==> src/rtl/timer_pkg.sv <==
// Shared constants for the APB timer: register offsets, TCR bit positions,
// reset values.
package timer_pkg;

    // Byte offsets; only bits [4:2] are decoded on the bus.
    localparam logic [4:0] TCR_OFS  = 5'h00;
    localparam logic [4:0] PSC_OFS  = 5'h04;
    localparam logic [4:0] ARR_OFS  = 5'h08;
    localparam logic [4:0] TCNT_OFS = 5'h0C;
    localparam logic [4:0] SR_OFS   = 5'h10;

    // TCR bit positions.
    localparam int EN_BIT  = 0;
    localparam int IE_BIT  = 1;
    localparam int OS_BIT  = 2;
    localparam int CLR_BIT = 3;

    // SR bit positions.
    localparam int UIF_BIT = 0;

    // Auto-reload comes out of reset at full scale.
    localparam logic [31:0] ARR_RST = 32'hFFFF_FFFF;

    // Word index used by the address decoder.
    function automatic logic [2:0] reg_idx(input logic [4:0] ofs);
        return ofs[4:2];
    endfunction

endpackage

==> src/rtl/timer_core.sv <==
// Prescaler plus 32-bit up-counter with auto-reload and update generation.
module timer_core
    import timer_pkg::*;
#(
    parameter int PSC_W = 16,
    parameter int CNT_W = 32
) (
    input  logic             clk,
    input  logic             rst_n,
    input  logic             en,
    input  logic             oneshot,
    input  logic [PSC_W-1:0] psc,
    input  logic [CNT_W-1:0] arr,
    input  logic             clr,
    input  logic             load,
    input  logic [CNT_W-1:0] load_val,
    output logic [CNT_W-1:0] tcnt,
    output logic             update_pulse,
    output logic             oneshot_done
);

    localparam logic [PSC_W-1:0] P_ONE = PSC_W'(1);
    localparam logic [CNT_W-1:0] C_ONE = CNT_W'(1);

    logic [PSC_W-1:0] pcnt_d, pcnt_q;
    logic [CNT_W-1:0] tcnt_d, tcnt_q;
    logic             tick;

    // Next-state: clear beats load, load beats the tick's compare/reload.
    // The >= compare keeps a PSC lowered mid-count from overrunning.
    always_comb begin
        tick         = en && (pcnt_q >= psc);
        pcnt_d       = pcnt_q;
        tcnt_d       = tcnt_q;
        update_pulse = 1'b0;
        if (clr) begin
            pcnt_d = '0;
            tcnt_d = '0;
        end else begin
            if (en) begin
                pcnt_d = tick ? '0 : pcnt_q + P_ONE;
            end
            if (load) begin
                tcnt_d = load_val;
            end else if (tick) begin
                if (tcnt_q == arr) begin
                    tcnt_d       = '0;
                    update_pulse = 1'b1;
                end else begin
                    // Above ARR this simply wraps at all-ones with no update.
                    tcnt_d = tcnt_q + C_ONE;
                end
            end
        end
        oneshot_done = update_pulse & oneshot;
    end

    // Counter state.
    always_ff @(posedge clk or negedge rst_n) begin
        if (!rst_n) begin
            pcnt_q <= '0;
            tcnt_q <= '0;
        end else begin
            pcnt_q <= pcnt_d;
            tcnt_q <= tcnt_d;
        end
    end

    assign tcnt = tcnt_q;

endmodule

==> src/rtl/apb_timer_periph.sv <==
// APB slave timer: zero-wait register file, W1C status and irq gating
// around timer_core.
module apb_timer_periph
    import timer_pkg::*;
#(
    parameter int PSC_W = 16,
    parameter int CNT_W = 32
) (
    input  logic        PCLK,
    input  logic        PRESET,
    input  logic [31:0] PADDR,
    input  logic        PWRITE,
    input  logic        PENABLE,
    input  logic [31:0] PWDATA,
    input  logic        PSEL,
    output logic [31:0] PRDATA,
    output logic        PREADY,
    output logic        irq
);

    logic             en_d, en_q;
    logic             ie_d, ie_q;
    logic             os_d, os_q;
    logic             uif_d, uif_q;
    logic [PSC_W-1:0] psc_d, psc_q;
    logic [CNT_W-1:0] arr_d, arr_q;

    logic             access, wr;
    logic [2:0]       idx;
    logic             wr_tcr, wr_psc, wr_arr, wr_tcnt, wr_sr;
    logic             core_en, core_clr;
    logic [CNT_W-1:0] tcnt;
    logic             update_pulse, oneshot_done;
    logic             unused_addr;

    assign access      = PSEL & PENABLE;
    assign wr          = access & PWRITE;
    assign idx         = PADDR[4:2];
    assign unused_addr = ^{PADDR[31:5], PADDR[1:0]};

    assign wr_tcr  = wr && (idx == reg_idx(TCR_OFS));
    assign wr_psc  = wr && (idx == reg_idx(PSC_OFS));
    assign wr_arr  = wr && (idx == reg_idx(ARR_OFS));
    assign wr_tcnt = wr && (idx == reg_idx(TCNT_OFS));
    assign wr_sr   = wr && (idx == reg_idx(SR_OFS));

    // A TCR write that drops EN suppresses any tick on that same edge.
    assign core_en  = en_q & ~(wr_tcr & ~PWDATA[EN_BIT]);
    assign core_clr = wr_tcr & PWDATA[CLR_BIT];

    timer_core #(
        .PSC_W (PSC_W),
        .CNT_W (CNT_W)
    ) u_core (
        .clk          (PCLK),
        .rst_n        (PRESET),
        .en           (core_en),
        .oneshot      (os_q),
        .psc          (psc_q),
        .arr          (arr_q),
        .clr          (core_clr),
        .load         (wr_tcnt),
        .load_val     (PWDATA[CNT_W-1:0]),
        .tcnt         (tcnt),
        .update_pulse (update_pulse),
        .oneshot_done (oneshot_done)
    );

    // Register file next-state; bus writes beat one-shot EN clear, UIF set beats W1C.
    always_comb begin
        en_d  = en_q;
        ie_d  = ie_q;
        os_d  = os_q;
        psc_d = psc_q;
        arr_d = arr_q;
        uif_d = uif_q;
        if (wr_tcr) begin
            en_d = PWDATA[EN_BIT];
            ie_d = PWDATA[IE_BIT];
            os_d = PWDATA[OS_BIT];
        end else if (oneshot_done) begin
            en_d = 1'b0;
        end
        if (wr_psc) psc_d = PWDATA[PSC_W-1:0];
        if (wr_arr) arr_d = PWDATA[CNT_W-1:0];
        if (wr_sr && PWDATA[UIF_BIT]) uif_d = 1'b0;
        if (update_pulse)             uif_d = 1'b1;
    end

    // Register file state.
    always_ff @(posedge PCLK or negedge PRESET) begin
        if (!PRESET) begin
            en_q  <= 1'b0;
            ie_q  <= 1'b0;
            os_q  <= 1'b0;
            psc_q <= '0;
            arr_q <= CNT_W'(ARR_RST);
            uif_q <= 1'b0;
        end else begin
            en_q  <= en_d;
            ie_q  <= ie_d;
            os_q  <= os_d;
            psc_q <= psc_d;
            arr_q <= arr_d;
            uif_q <= uif_d;
        end
    end

    // Read mux; quiet outside the access phase, unmapped words read zero.
    always_comb begin
        PRDATA = '0;
        if (access) begin
            case (idx)
                reg_idx(TCR_OFS):  PRDATA = {28'b0, 1'b0, os_q, ie_q, en_q};
                reg_idx(PSC_OFS):  PRDATA = 32'(psc_q);
                reg_idx(ARR_OFS):  PRDATA = 32'(arr_q);
                reg_idx(TCNT_OFS): PRDATA = 32'(tcnt);
                reg_idx(SR_OFS):   PRDATA = {31'b0, uif_q};
                default:           PRDATA = '0;
            endcase
        end
    end

    assign PREADY = access;
    assign irq    = uif_q & ie_q;

endmodule

==> config.mk <==
export PLATFORM = sky130hd
export DESIGN_NAME = apb_timer_periph
export DESIGN_NICKNAME = d
export VERILOG_FILES = /design/src/rtl/timer_pkg.sv /design/src/rtl/timer_core.sv /design/src/rtl/apb_timer_periph.sv
export SDC_FILE = /design/constraint.sdc
export NUM_CORES = 1
export LEC_CHECK = 0
export CAP_MARGIN = 20
export CELL_PAD_IN_SITES_DETAIL_PLACEMENT = 2
export CELL_PAD_IN_SITES_GLOBAL_PLACEMENT = 2
export CORE_MARGIN = 10
export CORE_UTILIZATION = 30
export DETAILED_ROUTE_END_ITERATION = 8
export GPL_TIMING_DRIVEN = 0
export PLACE_DENSITY_LB_ADDON = 0.1
export SKIP_LAST_GASP = 1
export SLEW_MARGIN = 20
export SYNTH_ARGS = -nofsm -noshare
export SYNTH_HDL_FRONTEND = slang
export SYNTH_SLANG_ARGS = --single-unit
==> constraint.sdc <==
create_clock -name PCLK -period 2.2 [get_ports PCLK]
set_input_delay 0.44 -clock PCLK [delete_from_list [all_inputs] [get_ports PCLK]]
set_output_delay 0.44 -clock PCLK [all_outputs]
set_load 0.03 [all_outputs]
==> results.json, run 1 <==
{
  "die-area_sq_um": 27400,
  "synth.largest_area_cell": "dfrtp_1",
  "top_level_ports": 103,
  "slew_headroom_pct": 61.2,
  "postSynthRegisterBits": 100,
  "synth_seq_area_share_pct": 40.0,
  "required_ns": 2.44,
  "timing.critical_path.slowest_cell_delay_ns": 0.48,
  "synthToLayoutAreaGrowth_pct": 47.0,
  "final_layout_size_suffix_gt1_share_pct": 45.4,
  "worst_setup_hold_path_clk_slew_ns": 0.07,
  "crit_arrival_ns": 2.63,
  "worstSetupEndpointType": "register",
  "routed_wire_length_per_instance_um": 25.1,
  "failed_checks": "setup timing",
  "finalSetupViolations": 46,
  "final.setup_skew_ns": 0.0101,
  "cts_made_buffers": 9,
  "worstMarginPinSlew_ns": 0.581,
  "final_critical_path_setup_slack_ns": -0.187,
  "overflow": 0,
  "final.hold.worst_slack_ns": 0.0212,
  "grt_start_max_net_pins": 59,
  "tritoncts": "done",
  "std_cell_rows": 53,
  "fin_nets": 945,
  "synthesis.area_per_instance_sq_um": 9.06,
  "synth_enable_flop_cells": 0,
  "firstDrtPassIters": 4,
  "p_per_area_nw_per_um2": 653,
  "max_cap_violations": 0,
  "yosys.cell_count.top_type": "nand2_1",
  "n_antenna_cell": 0,
  "synth_common_cells": "nand2_1 (76), dfrtp_1 (68), nor2_1 (68)",
  "h_tree_level_count": 3,
  "grt_pass1_vias": 6926,
  "cts.path.max_buffers": 2,
  "synth.top_cells.by_area": "dfrtp_1 (27%), dfstp_2 (13%), mux2_2 (8.7%)",
  "hpwlAfterDp_um": 19500,
  "dr_total_vias": 6251,
  "slowest_stage": "dfrtp_2",
  "worstSetupStartpointType": "register",
  "min_path_type": "primary input to async pin",
  "synthCells": 701,
  "timing.final.max_slew_violations": 0,
  "worst_slack_placed_ns": -1.75,
  "detail-route-antenna-nets": 0,
  "initial_core_utilization_pct": 30.3,
  "rsz0062_at_grt": "yes",
  "yosysTopAreaCellShare_pct": 26.8,
  "synth.net_count": 788,
  "yosysWarnings": 0,
  "yosys_most_used_dff": "dfrtp_1",
  "final.fill_count": 2195,
  "finalHoldViolCount": 0,
  "dieWidth_um": 166,
  "max-vdd-ir-drop_uv": 335,
  "grt_use_total_pct": 19.9,
  "fp.coreArea_sq_um": 21000,
  "synth_cell_type_count": 60,
  "final_worst_path_period_need_ns": 2.39,
  "grt_first_pass_wirelength_um": 41600,
  "timing_worst_setup_path_type": "register to register",
  "cts_hold_repair.buffers": 0,
  "accumulated_negative_setup_slack_ns": -4.50,
  "outcome": "complete, but fails checks",
  "detail_route.wirelength_um": 28500,
  "route.detailed.vias_per_inst": 5.50,
  "detail_route.drc_violations": 0,
  "synth_async_sr_flop_share_pct": 100,
  "seqCellArea_sq_um": 2560,
  "leakage_nw": 3.82,
  "max_clock_freq_ghz": 0.419,
  "synth_area_sq_um": 6350,
  "clkLatencyLatePin_ns": 0.36,
  "die-height_um": 166,
  "iteration_0_drc_markers": 365,
  "port-buffer-count": 72,
  "grt_antenna_before_repair": 0,
  "area_of_combinational_cells_with_multiple_inputs_sq_um": 4220,
  "clock-sinks": 100,
  "timing.final.crit_share_pct": 109,
  "globalplace.congestion": 0.829,
  "series_of_cell_instances_along_the_critical_path": "nand3_4, or3_4, or3_4, nor3_4, buf_6, nand3_4, a21o_1, a32o_1",
  "post_layout_total_power_w": 0.00610,
  "critical_path_fanout_max": 7,
  "cts_root_buf": "clkbuf_16"
}
==> cell usage in the layout (no fill, tap or decap), types with 13 or more instances in the layout <==
master / count
nor4_1: 14
buf_6: 26
and3_1: 14
nand2_1: 67
ha_1: 13
a21oi_1: 31
clkdlybuf4s50_1: 35
dfstp_2: 32
mux2_2: 48
a22oi_1: 27
xor2_1: 36
o21ai_0: 17
o22ai_1: 15
inv_1: 32
dfrtp_2: 15
dfrtp_1: 53
nor2_1: 31
buf_4: 87
nor2_2: 28
==> path summary, 6_finish.rpt <==
check	from	end	slack [ns]	cells past startpoint
worst max-delay path	u_core.tcnt[5]$_DFFE_PN0P_	u_core.tcnt[24]$_DFFE_PN0P_	-0.19	8
worst min-delay path	PRESET	u_core.tcnt[2]$_DFFE_PN0P_	0.02	1
worst max register to register	u_core.tcnt[5]$_DFFE_PN0P_	u_core.tcnt[24]$_DFFE_PN0P_	-0.19	8
worst min register to register	psc_q[0]$_DFFE_PN0P_	psc_q[0]$_DFFE_PN0P_	0.55	1
max in group asynchronous	PRESET	arr_q[14]$_DFFE_PN1P_	1.46	2
min in group PCLK	psc_q[0]$_DFFE_PN0P_	psc_q[0]$_DFFE_PN0P_	0.55	1
==> where the power goes <==
group          internal, W  switching, W
logic             0.000833      0.000947
registers          0.00221      0.000308
clock network      0.00106      0.000742
total              0.00410       0.00200
==> cells by family after synthesis <==
kind of cell,Yosys count,synth area share [%]
AO/OA/AOI/OAI,163,17.1
buffers and inverters,80,4.96
flip-flops,100,40.0
AND/OR/NAND/NOR,243,18.6
adder cells (fa/ha/maj),18,3.54
XOR/XNOR,46,6.34
multiplexers,51,9.39
==> registers in the layout (all words and copies together), names as in the netlist <==
name and cells:
arr_q 32, u_core.tcnt 32, psc_q 16, u_core.pcnt_q 16, en_q 1, ie_q 1
os_q 1, uif_q 1
==> through the flow <==
| step | util [%] | std cells | area (sq um) |
|---|---|---|---|
| 2_1_floorplan | - | 701 | 6470 |
| 3_3_place_gp | 36.0 | 1048 | 7540 |
| 3_5_place_dp | 36.1 | 1049 | 7560 |
| 4_1_cts | 41.1 | 1099 | 8610 |
| 5_1_grt | 44.6 | 1137 | 9340 |
| 6_report | 44.6 | 1137 | 9340 |
==> routing by layer <==
metal	vias to the layer above	wire length, um	share of wire [%]	global-route usage [%]
met5	-	0	0	0
met4	0	958	3.4	7.78
met3	48	1100	3.9	3.27
met2	131	14800	52	35.5
met1	3237	11700	41	23.3
li1	2835	-	-	-
==> cell type report <==
| cell class | count | area share (%) |
|---|---|---|
| Sequential cell | 100 | 27.4 |
| Clock inverter | 2 | 0.643 |
| Timing Repair Buffer | 152 | 14.6 |
| Clock buffer | 13 | 2.79 |
| Buffer | 37 | 4.27 |
| Inverter | 37 | 1.51 |
| Multi-Input combinational cell | 521 | 45.1 |
| Tap cell | 275 | 3.68 |
==> worst max-delay path, delay by kind of cell (launching register included) <==
| family | cells | cell delay (ns) |
|---|---|---|
| DFF | 1 | 0.48 |
| AOI/OAI and AO/OA | 2 | 0.42 |
| and+or+nand+nor | 5 | 1.21 |
| buffers and inverters | 1 | 0.15 |
==> timing repair <==
item	CTS	global route
pin swaps	28	45
gates resized for setup	326	130
gates cloned	1	2
buffers inserted	39	37
setup endpoints to repair	130	123
(Power assumes the default switching activity.)
==> inputs of run 2 (changes only) <==
--- a/config.mk
+++ b/config.mk
@@ -9,9 +9,9 @@
 export CELL_PAD_IN_SITES_DETAIL_PLACEMENT = 2
 export CELL_PAD_IN_SITES_GLOBAL_PLACEMENT = 2
 export CORE_MARGIN = 10
-export CORE_UTILIZATION = 30
+export CORE_UTILIZATION = 36
 export DETAILED_ROUTE_END_ITERATION = 8
-export GPL_TIMING_DRIVEN = 0
+export DONT_BUFFER_PORTS = 1
 export PLACE_DENSITY_LB_ADDON = 0.1
 export SKIP_LAST_GASP = 1
 export SLEW_MARGIN = 20
==> run 2 against run 1 <==
Global-route usage increased by 6.2 points. Cell area increased by 5.2%. The run ends with hold timing, setup timing left. First-iteration DRC count increased by 71%. Critical path type unchanged. Via count increased by 16%. Clock-buffer cell count decreased by 3. Sequential power about the same. Total power increased by 8.6%.
==> results.json, run 2 (synthesized netlist as in run 1, its figures left out) <==
{
  "mostFrequentLayoutCells": "buf_4 (188), nand2_1 (69), dfrtp_1 (65)",
  "hpwlAfterDp_um": 19600,
  "detail_route.drc_violations": 0,
  "final_worst_path_period_need_ns": 2.66,
  "crit_arrival_ns": 2.96,
  "final.hold.worst_slack_ns": -0.239,
  "std_cell_rows": 48,
  "grt_use_total_pct": 26.2,
  "globalplace.congestion": 0.833,
  "max-vdd-ir-drop_uv": 440,
  "die-area_sq_um": 23400,
  "cts_made_buffers": 9,
  "worst_setup_hold_path_clk_slew_ns": 0.08,
  "finalSetupViolations": 60,
  "max_clock_freq_ghz": 0.375,
  "timing.final.max_slew_violations": 0,
  "worst_path_most_repeated_cell": "buf_4",
  "final_critical_path_setup_slack_ns": -0.465,
  "fp.coreArea_sq_um": 17300,
  "overflow": 0,
  "post_layout_total_power_w": 0.00662,
  "detail-route-antenna-nets": 0,
  "worstMarginPinSlew_ns": 0.545,
  "most_common_cell_after_layout_fill_and_taps_aside": "buf_4",
  "p_per_area_nw_per_um2": 674,
  "grt_antenna_before_repair": 0,
  "critical_path_fanout_max": 6,
  "seqCellArea_sq_um": 2550,
  "synthToLayoutAreaGrowth_pct": 54.7,
  "dr_total_vias": 7247,
  "routed_wire_length_per_instance_um": 35.0,
  "slowest_stage": "dfrtp_1",
  "firstDrtPassIters": 5,
  "accumulated_negative_setup_slack_ns": -16.53,
  "final.fill_count": 1703,
  "fin_nets": 987,
  "timing.final.crit_share_pct": 121,
  "slew_headroom_pct": 63.3,
  "final_layout_size_suffix_gt1_share_pct": 54.8,
  "dieWidth_um": 153,
  "postPlaceCellArea_sq_um": 8010,
  "initial_core_utilization_pct": 36.7,
  "critical_path_depth": 13,
  "critical_path.n_buffers_inverters": 5,
  "final.setup_skew_ns": 0.0141,
  "fin_area_sq_um": 9830,
  "series_of_cell_instances_along_the_critical_path": "inv_1, ha_1, nor2_1, nor2_2, a211oi_2, o211ai_1, buf_4, buf_4, buf_6, buf_12, nor2_4, nand3b_1, a21oi_2",
  "top_level_ports": 103,
  "rsz0062_at_grt": "yes",
  "grt_pass1_vias": 7676,
  "worstSetupStartpointType": "register",
  "clock-sinks": 100,
  "n_antenna_cell": 0,
  "cts_root_buf": "clkbuf_16",
  "critPathTopFamily": "buffers and inverters",
  "die-height_um": 153,
  "grt_first_pass_wirelength_um": 48300,
  "cts.path.max_buffers": 2,
  "failed_checks": "hold timing, setup timing",
  "h_tree_level_count": 3,
  "area_of_combinational_cells_with_multiple_inputs_sq_um": 4520,
  "tritoncts": "done",
  "grt_start_max_net_pins": 101,
  "leakage_nw": 4.08,
  "finalHoldViolCount": 100,
  "port-buffer-count": 0,
  "max_cap_violations": 0,
  "required_ns": 2.49,
  "route.detailed.vias_per_inst": 6.41,
  "logic_depth_of_the_worst_register_to_register_path": 13,
  "iteration_0_drc_markers": 624,
  "timing_worst_setup_path_type": "register to register",
  "outcome": "complete, but fails checks",
  "worst_slack_placed_ns": -0.375,
  "detail_route.wirelength_um": 39600,
  "timing.critical_path.slowest_cell_delay_ns": 0.37,
  "worstSetupEndpointType": "register",
  "min_path_type": "primary input to async pin",
  "clkLatencyLatePin_ns": 0.37
}
-- run 2: cell types whose count changed in the layout (fill, tap and decap cells not counted), sizes merged, moves of 2 or more --
cell and change:
clkbuf -24, clkdlybuf4s50 -35, bufinv -2, buf +100, clkinvlp +4
-- run 2: final timing paths --
path                                 startpoint                            to  slack [ns]
setup / recovery           psc_q[3]$_DFFE_PN0P_  u_core.pcnt_q[4]$_DFFE_PN0P_       -0.46
hold / removal                           PRESET   u_core.tcnt[31]$_DFFE_PN0P_       -0.24
setup reg to reg           psc_q[3]$_DFFE_PN0P_  u_core.pcnt_q[4]$_DFFE_PN0P_       -0.46
hold reg to reg                ie_q$_DFFE_PN0P_              ie_q$_DFFE_PN0P_        0.60
max in group asynchronous                PRESET         arr_q[11]$_DFFE_PN1P_        2.19
min in group PCLK                     PWDATA[6]          psc_q[6]$_DFFE_PN0P_        0.21
-- run 2: final cells by class --
type                            count  area share (%)
Multi-Input combinational cell    522            46.0
Sequential cell                   100            25.9
Timing Repair Buffer              230            20.9
Tap cell                          225            2.86
Clock buffer                       10            2.43
Inverter                           37            1.41
Clock inverter                      6           0.484
-- run 2: worst reg2reg max path, stage by stage (launching register included) --
cell      delay [ns]
dfrtp_1         0.37
inv_1           0.07
ha_1            0.30
nor2_1          0.27
nor2_2          0.08
a211oi_2        0.29
o211ai_1        0.14
buf_4           0.17
buf_4           0.13
buf_6           0.13
buf_12          0.14
nor2_4          0.12
nand3b_1        0.17
a21oi_2         0.20
-- run 2: power by group --
| group | leakage [nW] | internal (W) | switching, W |
|---|---|---|---|
| clock | 0.127 | 0.000809 | 0.000855 |
| sequential | 1.12 | 0.00221 | 0.000327 |
| combinational | 2.83 | 0.00115 | 0.00127 |
-- run 2: through the flow --
stage | std cells | utilization [%]
floorplan | 701 | -
global placement | 1069 | 46.3
detailed placement | 1069 | 46.3
CTS | 1098 | 50.2
global route | 1130 | 56.8
finish | 1130 | 56.8
-- run 2: per-layer routing --
layer  part of all wire (%)  GRT usage (%)  wire [um]  vias up
met4                    5.7           10.3       2260        0
met3                    6.7           4.55       2650      152
met2                     51           47.8      20000      407
met5                      0              0          0        -
met1                     37           29.5      14600     3772
li1                       -              -          -     2916
-- run 2: timing repair --
action / CTS / global route
hold endpoints to repair: 100 / 100
setup endpoints to repair: 50 / 60
pin swaps: 27 / 63
cloned: 1 / 4
resized for setup: 69 / 168
setup buffers: 13 / 35
==> inputs of run 3 (changes only) <==
--- a/config.mk
+++ b/config.mk
@@ -10,6 +10,7 @@
 export CELL_PAD_IN_SITES_GLOBAL_PLACEMENT = 2
 export CORE_MARGIN = 10
 export CORE_UTILIZATION = 36
+export CTS_CLUSTER_DIAMETER = 120
 export DETAILED_ROUTE_END_ITERATION = 8
 export DONT_BUFFER_PORTS = 1
 export PLACE_DENSITY_LB_ADDON = 0.1
==> results of run 3 <==
The final DEF is identical to that of run 2; final timing and power are the same.
==> RTL edit 1, RTL diff (flow settings as in run 2) <==
`PSC_W` is set to 16 in 2 places; all go to 24.
--- a/src/rtl/timer_core.sv
+++ b/src/rtl/timer_core.sv
@@ -4,3 +4,3 @@
 #(
-    parameter int PSC_W = 16,
+    parameter int PSC_W = 24,
     parameter int CNT_W = 32
--- a/src/rtl/apb_timer_periph.sv
+++ b/src/rtl/apb_timer_periph.sv
@@ -5,3 +5,3 @@
 #(
-    parameter int PSC_W = 16,
+    parameter int PSC_W = 24,
     parameter int CNT_W = 32
Function: changed (Yosys sat finds a counterexample within 4 cycles, from zero or initial values and one cycle with PRESET low).
==> RTL edit 1 against run 2 <==
The run still ends with hold timing, setup timing left. Worst setup slack got worse by 0.17 ns. Critical path depth fell by 1. Power rose by 25%. Synthesized area rose by 18%. Routed wire length rose by 12%. Sequential cell count rose by 16. Die area rose by 15%. Cell area rose by 14%. Critical endpoint is now u_core.tcnt[6]. Highest routed layer unchanged.
==> RTL edit 1: results (changes against run 2) <==
- The pre-CTS setup slack came to -0.502 ns (was -0.375 ns).
- The average detailed-routed wire length per instance was 34.6 µm (was 35.0 µm).
* Cell row count: 52 (was 48)
- The gate count after technology mapping was 828 (was 701).
* Final Hold Vio Count: 116 (was 100)
* Area of all placed cells without fillers: 0.0112 mm² (was 0.00983 mm²)
* Distinct cells, synth: 67 (was 60)
- Total nets after synthesis: 923 (was 788)
* Critical path capture point: u_core.tcnt[6] (was u_core.pcnt_q[4])
* Via density per instance: 6.23 (was 6.41)
- Run status: finished with violations (unchanged).
- Post-place instance area: 0.00888 mm² (was 0.00801 mm²)
- The proportion of cell area occupied by multi-input gates was 0.459 (was 0.460).
- The wire length of the first global-routing pass came to 56700 µm (was 48300 µm).
- # setup viols final: 68 (was 60)
- The peak fanout along the critical path came to 5 (was 6).
- Clock network area share: 0.0495 (was 0.0292)
* Later-pin clock latency in the skew report: 0.45 ns (was 0.37 ns)
* Total Neg Setup Slack: -24.75 ns (was -16.53 ns)
- Clock buffer count from CTS: 17 (was 9)
- The register area share after synthesis came to 0.394 (was 0.400).
- The number of clock-tree buffers in the layout came to 19 (was 10).
* Beginning of the critical path: psc_q[20] (was psc_q[3])
- The CTS H-tree depth came to 4 (was 3).
* Total power of the final layout: 8.27 mW (was 6.62 mW)
- Violations in the final reports: hold timing, setup timing (unchanged).
- Ratio of cells with drive above 1 in the final layout: 0.473 (was 0.548)
- Destination of the worst register-to-register timing path: u_core.tcnt[6] (was u_core.pcnt_q[4])
- Worst hold slack after final layout: -0.315 ns (was -0.239 ns)
- Post-Route WL: 44500 µm (was 39600 µm)
* Path depth of the worst reg2reg path: 12 (was 13)
- The signal arrival time at the worst endpoint is 3.18 ns (was 2.96 ns).
- The number of logic inverters in the finished layout was 29 (was 37).
- Routability congestion estimate: 0.868 (was 0.833)
* Relative contribution of the clock network to total power: 0.337 (was 0.251)
- The number of DRC markers after the initial detailed-route iteration came to 639 (was 624).
- Number of global-route vias before repair: 8735 (was 7676)
- Number of multi-input combinational cells in the layout: 626 (was 522)
* Multiplexer area fraction after synthesis: 0.104 (was 0.0939)
- The cell count after placement came to 1199 (was 1069).
* FF+latch count, synth: 116 (was 100)
* Proportion of final cell area spent on non-clock buffers: 0.188 (was 0.209)
* Post-layout worst setup margin: -0.633 ns (was -0.465 ns)
- Fillers: 1978 (was 1703)
* Internal portion of total power: 5.31 mW (was 4.17 mW)
* Maximum number of pins on one net before global-route repair: 117 (was 101)
* Worst clock skew on the final layout: 0.0150 ns (was 0.0141 ns)
[RTL edit 1: changes by cell type in the layout (fill, tap and decap cells not counted), sizes merged, moves of 16 or more]
cell	run 2	this run
a22oi	33	5
o21ai	29	64
nor2	68	108
dfrtp	68	84
mux2i	0	34
a21oi	39	58
[RTL edit 1: timing repair]
item,in CTS,in global routing
hold endpoints to repair,116,116
pin swaps,64,33
setup endpoints to repair,62,70
setup buffers,28,26
resized for setup,165,97
gates cloned,10,0
[RTL edit 1: metal layers]
| metal | vias up | global-route usage | part of all wire |
|---|---|---|---|
| met3 | 165 | 0.0611 | 0.059 |
| met2 | 406 | 0.493 | 0.51 |
| met1 | 4163 | 0.314 | 0.37 |
| met5 | - | 0 | 0 |
| met4 | 0 | 0.132 | 0.062 |
| li1 | 3289 | - | - |
[RTL edit 1: critical path: cells and delay by family, from the launching register on]
family	cells	cell delay, ns
AOI/OAI and AO/OA	3	0.38
adders and majority gates	1	0.29
buffers and inverters	4	0.53
DFF	1	0.41
and+or+nand+nor	4	1.10
==> RTL edit 2, RTL diff (flow settings as in run 2) <==
Without the edit above. Register the output `irq`; this adds one clock of latency there. The other outputs are not delayed to match.
--- a/src/rtl/apb_timer_periph.sv
+++ b/src/rtl/apb_timer_periph.sv
@@ -124,3 +124,5 @@
     assign PREADY = access;
-    assign irq    = uif_q & ie_q;
+    always_ff @(posedge PCLK) begin
+        irq <= uif_q & ie_q;
+    end
 
Check against the original RTL: not equivalent (a bounded check fails within 4 cycles, from zero or initial values and one cycle with PRESET low).
==> RTL edit 2 against run 2 <==
Worst setup slack got worse by 0.31 ns. Sequential cell count increased by 1. Utilization decreased by 0.62 points. Maximum frequency decreased by 10%. The flow still finishes with violations (hold timing, setup timing). Power increased by 0.78%. Clock skew about the same. Cell area decreased by 0.75%. Critical path depth decreased by 2. Synthesized area increased by 0.32%. Routed wire length increased by 1.2%.
==> RTL edit 2: results (changes against run 2) <==
* Worst hold slack after final layout: -0.250 ns (was -0.239 ns)
* # setup viols final: 60 (unchanged)
- Sequential-to-total area share from yosys stat: 0.402 (was 0.400)
- The post-layout worst setup margin was -0.771 ns (was -0.465 ns).
- The buffer count from post-CTS setup fixing is 18 (was 13).
* Fillers: 1711 (was 1703)
- The sequential cell area came to 0.00257 mm² (was 0.00255 mm²).
- The die width was 153 µm (about the same).
- The share of flip-flops with an asynchronous set or reset is 0.990 (was 1.00).
- Post-place instance area: 0.00808 mm² (was 0.00801 mm²)
- The clock latency on the worst-skew pair was 0.39 ns (was 0.37 ns).
- Final Hold Vio Count: 100 (unchanged)
- The final wirelength is 40100 µm (was 39600 µm).
* Run status: finished with violations (unchanged)
- The total via count in the routed design was 7250 (was 7247).
* Destination of the worst register-to-register timing path: u_core.tcnt[11] (was u_core.pcnt_q[4])
- The worst-case reg-to-reg path depth is 11 (was 13).
- Standard cell with the maximum stage delay on the critical path: sky130_fd_sc_hd__dfstp_2 (was sky130_fd_sc_hd__dfrtp_1)
* Violations in the final reports: hold timing, setup timing (unchanged)
- The cell count after placement came to 1073 (was 1069).
- Via density per instance: 6.44 (was 6.41)
* Data arrival time of the worst path: 3.22 ns (was 2.96 ns)
- The worst supply voltage drop on vdd came to 0.653 mV (was 0.440 mV).
- The number of sequential cells in the layout was 101 (was 100).
- The pre-CTS setup slack came to -0.353 ns (was -0.375 ns).
- The all-layer global routing usage came to 0.269 (was 0.262).
* Total Neg Setup Slack: -22.67 ns (was -16.53 ns)
* Largest delay contributor family on the critical path: simple AND/OR/NAND/NOR gates (was buffers and inverters)
- The clock distribution area overhead in the final layout came to 0.0322 (was 0.0292).
* Combinational power share: 0.336 (was 0.366)
- Top cells by area in the synthesized netlist: sky130_fd_sc_hd__dfrtp_1, sky130_fd_sc_hd__dfstp_2, sky130_fd_sc_hd__mux2_2, sky130_fd_sc_hd__xor2_1, sky130_fd_sc_hd__nand2_1 (unchanged)
- Internal portion of total power: 4.24 mW (was 4.17 mW)
* Number of antenna violations at the first check in global routing: 1 (was 0)
* Final HPWL DP: 19600 µm (about the same)
==> RTL edit 2: changes by cell type after synthesis <==
cell,before,now
sky130_fd_sc_hd__dfxtp_1,0,1
==> RTL edit 2: per-layer routing <==
metal	track usage	up-vias	wire, µm
met5	0	-	13
met3	0.0581	164	2690
li1	-	2910	-
met1	0.304	3805	14900
met2	0.469	369	19900
met4	0.130	2	2630
==> RTL edit 2: logic make-up (layout without fill, tap and decap cells) <==
family | Yosys count | count (layout) | share of synthesized area
AND/OR/NAND/NOR | 243 | 244 | 0.186
AO/OA/AOI/OAI | 163 | 163 | 0.171
flip-flops | 101 | 101 | 0.402
buffers and inverters | 80 | 277 | 0.0495
multiplexers | 51 | 51 | 0.0936
XOR/XNOR | 46 | 46 | 0.0632
adder cells (fa/ha/maj) | 18 | 18 | 0.0353
